[src/rtl/aes_round_sequencer.sv]
// Control/state stage for a single-round AES-128 datapath: accepts a block and key,
// iterates the external round NUM_ROUNDS times, then holds the ciphertext for hand-off.
module aes_round_sequencer #(
   parameter int unsigned NUM_ROUNDS    = 10,
   parameter int unsigned ROUND_LATENCY = 1
) (
   input  logic         clk,
   input  logic         rst,
   input  logic         in_valid,
   output logic         in_ready,
   input  logic [127:0] in_block,
   input  logic [127:0] in_key,
   output logic [3:0]   rnd_idx,
   output logic [127:0] rnd_block,
   output logic [127:0] rnd_key,
   input  logic [127:0] rnd_result,
   input  logic [127:0] rnd_next_key,
   output logic         out_valid,
   input  logic         out_ready,
   output logic [127:0] out_cipher,
   output logic         busy
);

   localparam logic [3:0] LAST_ROUND = 4'(NUM_ROUNDS - 1);
   localparam logic [2:0] LAT_RELOAD = 3'(ROUND_LATENCY - 1);

   typedef enum logic [1:0] {
      IDLE,
      ROUND,
      DONE
   } state_t;

   state_t       st;
   logic [127:0] state_reg;
   logic [127:0] key_reg;
   logic [3:0]   round;
   logic [2:0]   lat_cnt;

   // Handshake flags are registered alongside the state so no output is combinational.
   always_ff @(posedge clk) begin
      if (!rst) begin
         st        <= IDLE;
         state_reg <= '0;
         key_reg   <= '0;
         round     <= '0;
         lat_cnt   <= '0;
         in_ready  <= 1'b1;
         out_valid <= 1'b0;
         busy      <= 1'b0;
      end else begin
         case (st)
            IDLE: begin
               if (in_valid) begin
                  state_reg <= in_block ^ in_key;
                  key_reg   <= in_key;
                  round     <= '0;
                  lat_cnt   <= LAT_RELOAD;
                  st        <= ROUND;
                  in_ready  <= 1'b0;
                  busy      <= 1'b1;
               end
            end
            ROUND: begin
               if (lat_cnt != '0) begin
                  lat_cnt <= lat_cnt - 3'd1;
               end else begin
                  state_reg <= rnd_result;
                  key_reg   <= rnd_next_key;
                  if (round == LAST_ROUND) begin
                     st        <= DONE;
                     out_valid <= 1'b1;
                  end else begin
                     round   <= round + 4'd1;
                     lat_cnt <= LAT_RELOAD;
                  end
               end
            end
            DONE: begin
               if (out_ready) begin
                  st        <= IDLE;
                  out_valid <= 1'b0;
                  busy      <= 1'b0;
                  in_ready  <= 1'b1;
               end
            end
            default: begin
               st        <= IDLE;
               in_ready  <= 1'b1;
               out_valid <= 1'b0;
               busy      <= 1'b0;
            end
         endcase
      end
   end

   assign rnd_idx    = round;
   assign rnd_block  = state_reg;
   assign rnd_key    = key_reg;
   assign out_cipher = state_reg;

endmodule

[config.mk]
export PLATFORM = sky130hd
export DESIGN_NAME = aes_round_sequencer
export DESIGN_NICKNAME = d
export VERILOG_FILES = /design/src/rtl/aes_round_sequencer.sv
export SDC_FILE = /design/constraint.sdc
export NUM_CORES = 1
export LEC_CHECK = 0
export CAP_MARGIN = 10
export CORE_AREA = 2 2 354 356
export DETAILED_ROUTE_END_ITERATION = 10
export DIE_AREA = 0 0 356 358
export GPL_ROUTABILITY_DRIVEN = 0
export SYNTH_ARGS = -nofsm -noshare
export SYNTH_HDL_FRONTEND = slang
export SYNTH_SLANG_ARGS = --single-unit
[constraint.sdc]
create_clock -name clk -period 2.3 [get_ports clk]
set_input_delay 0.46 -clock clk [delete_from_list [all_inputs] [get_ports clk]]
set_output_delay 0.46 -clock clk [all_outputs]
set_load 0.01 [all_outputs]
==> results.ini <==
[outcome]
status = finished clean

[hold_path]
hp-class = reg2reg

[yosys]
synth-main-ff-cell = dfxtp_1
syn_inst = 1748
syn_area_um2 = 13550
ys_seq_elements = 268
synth.avg_cell_area_um2 = 7.749
synth_enable_flop_cells = 0
post_synth_num_cell_types = 35
ys_seq_area_frac = 0.3961
synth-async-reset-ratio = 0
synth_nets = 2266
yosysWarnings = 0

[clocking]
path_clk_slew_ns = 0.06
cts.sinks = 268
cts_tree = built
clk_latency_ns = 0.56
cts_buffer_depth = 3
postCtsSetupRepairBufs = 0
root_buffer = clkbuf_16
htree_num_levels = 2
cts_buffers = 35

[power_and_ir_drop]
ir_worst_vdd_mv = 0.4714
p_leak_nw = 8.837
powerDensity_nw_per_um2 = 624.1

[critical_path]
slowest_delay_ns = 0.63
crit_fanout = 3
path_class = reg2out
cp_top_family = flip-flops
startpoint_type = register
cp.required_ns = 1.84
cp_cell_sequence = clkdlybuf4s50_1
end_kind = output port
arrival_ns = 1.83
crit_buf_inv = 1
slowest_stage = dfxtp_1

[detailed_routing]
drc = 0
via_per_inst = 3.738
route.detailed.wl_per_inst_um = 19.68
drt_iter0_drc = 1197
drtPass1Iterations = 6
postRouteAntennaNets = 0
num_vias = 15592
wl_um = 82080

[floorplanning]
core-area_um2 = 123300
row_count = 129
die-area_um2 = 127400
die_w_um = 356
fp.dieH_um = 358
floorplan.initialDensity = 0.1098
io_pins = 907

[sta]
rsz0062_at_grt = no
finalWorstSetupSlack_ns = 0.01354
worst_pin_slew_ns = 0.6427
final_hold_viol_count = 0
fin_setup_tns_ns = 0
slew_headroom = 0.5685
worst_hold_slack_ns = 0.4564
skew_ns = 0.01876
fmax_mhz = 437.4
finalCriticalPeriod_ns = 2.286
maxSlewViolCount = 0
setup_viol = 0
period_share = 0.9941

[grt]
grt_usage = 0.1200
grt_max_degree = 79
grt_pass1_wl_um = 108700
grt_pass1_vias = 14936
antenna_found_initial = 26
overflow = 0

[final_layout]
fin_area_um2 = 25080
fin_nets = 3026
area_delta_synth_final_pct = 85.16
nFillCells = 13687
seq_area_um2 = 5368
multi_input_area_um2 = 6596
drive_gt1_frac = 0.05743

[placed_design]
postPlaceCellArea_um2 = 24000
dpl.hpwl_um = 67630
dp_worst_setup_slack_ns = 0.04151
numPortBuffers = 906

[flow_run]
cap_violations = 0

## state kept, by name, indices dropped and copies added (netlist names)
name and cells:
busy 1, in_ready 1, lat_cnt 3, out_cipher 128, out_valid 1, rnd_idx 4
rnd_key 128, st 2
## routing by layer
layer | wire length [um] | vias to the layer above | track usage
met5 | 66 | - | 0
met4 | 2802 | 10 | 0.04633
met3 | 8091 | 129 | 0.04265
met2 | 37820 | 755 | 0.1922
met1 | 33290 | 7305 | 0.1467
li1 | - | 7393 | -
## cell usage after synthesis, drive strengths merged (2+ instances only)
cell type / n / area share
nand2: 516 / 0.14
dfxtp: 268 / 0.40
buf: 173 / 0.090
nor2: 135 / 0.037
a21oi: 134 / 0.050
a311oi: 128 / 0.083
o211ai: 128 / 0.071
xnor2: 128 / 0.083
clkbuf: 100 / 0.028
nand3: 6 / 0.0022
inv: 4 / 0.0011
nor3: 3 / 0.0011
a21o: 2 / 0.0011
a31oi: 2 / 0.00092
ha: 2 / 0.0018
nand2b: 2 / 0.00092
o21ai: 2 / 0.00074
## cell type report
cell class              instances  share of cell area
repair buffers                996              0.3974
multi-input cells            1203              0.2630
flip-flops and latches        268              0.2140
well taps                    1637             0.08167
clock buffers                  51             0.04141
inverters                       4           0.0008980
diodes                          9           0.0008980
clock inverters                 3           0.0006984
## cells by family after synthesis
group | after synthesis | synth area share
buffers and inverters | 277 | 0.1186
AO/OA/AOI/OAI | 403 | 0.2111
XOR/XNOR | 128 | 0.08276
flip-flops | 268 | 0.3961
adder cells (fa/ha/maj) | 2 | 0.001847
AND/OR/NAND/NOR | 670 | 0.1896
## cells in the final DEF, fill, tap and decap left out, drive strengths merged, types with 2 or more instances in the layout
cell,count
clkdlybuf4s50,905
nand2,516
dfxtp,268
nor2,135
a21oi,134
xnor2,128
o211ai,128
a311oi,128
buf,91
clkbuf,51
diode,9
nand3,6
inv,4
nor3,3
a31oi,2
o21ai,2
ha,2
clkinv,2
nand2b,2
a21o,2
## metrics by stage
stage / util / cells / total power, mW
finish: 0.2034 / 4171 / 15.65
floorplan: - / 1748 / 7.523
global route: 0.2033 / 4167 / 16.43
CTS: 0.2032 / 4162 / 15.92
detailed placement: 0.1946 / 4108 / 10.44
global placement: 0.1946 / 4108 / 10.42
## power by group
part	leakage, nW	internal (mW)	switching, mW
sequential	2.22	5.11	0.440
clock	0.517	3.09	2.22
combinational	6.10	2.65	2.14
total	8.84	10.9	4.80
## what timing repair did
action / CTS / global route
hold buffers: 0 / 0
setup endpoints to repair: 2 / 2
gates resized for setup: 1 / 1
## worst register-to-register path, cell delays in order, from the launching register on
cell and delay (ns):
dfxtp_1 0.36, or4b_4 0.57, a21oi_4 0.24, buf_12 0.24, buf_4 0.30, nor2_1 0.06, a311oi_1 0.26
## path summary, 6_finish.rpt
path                                      from        endpoint  slack, ns  cells past startpoint
worst max-delay path            out_cipher[78]   rnd_block[78]       0.01                      1
worst max register to register      lat_cnt[0]     rnd_key[59]       0.18                      6
worst min-delay path            out_cipher[75]  out_cipher[75]       0.46                      2
worst min register to register  out_cipher[75]  out_cipher[75]       0.46                      2
No activity file was read; power rests on OpenSTA's default activity.
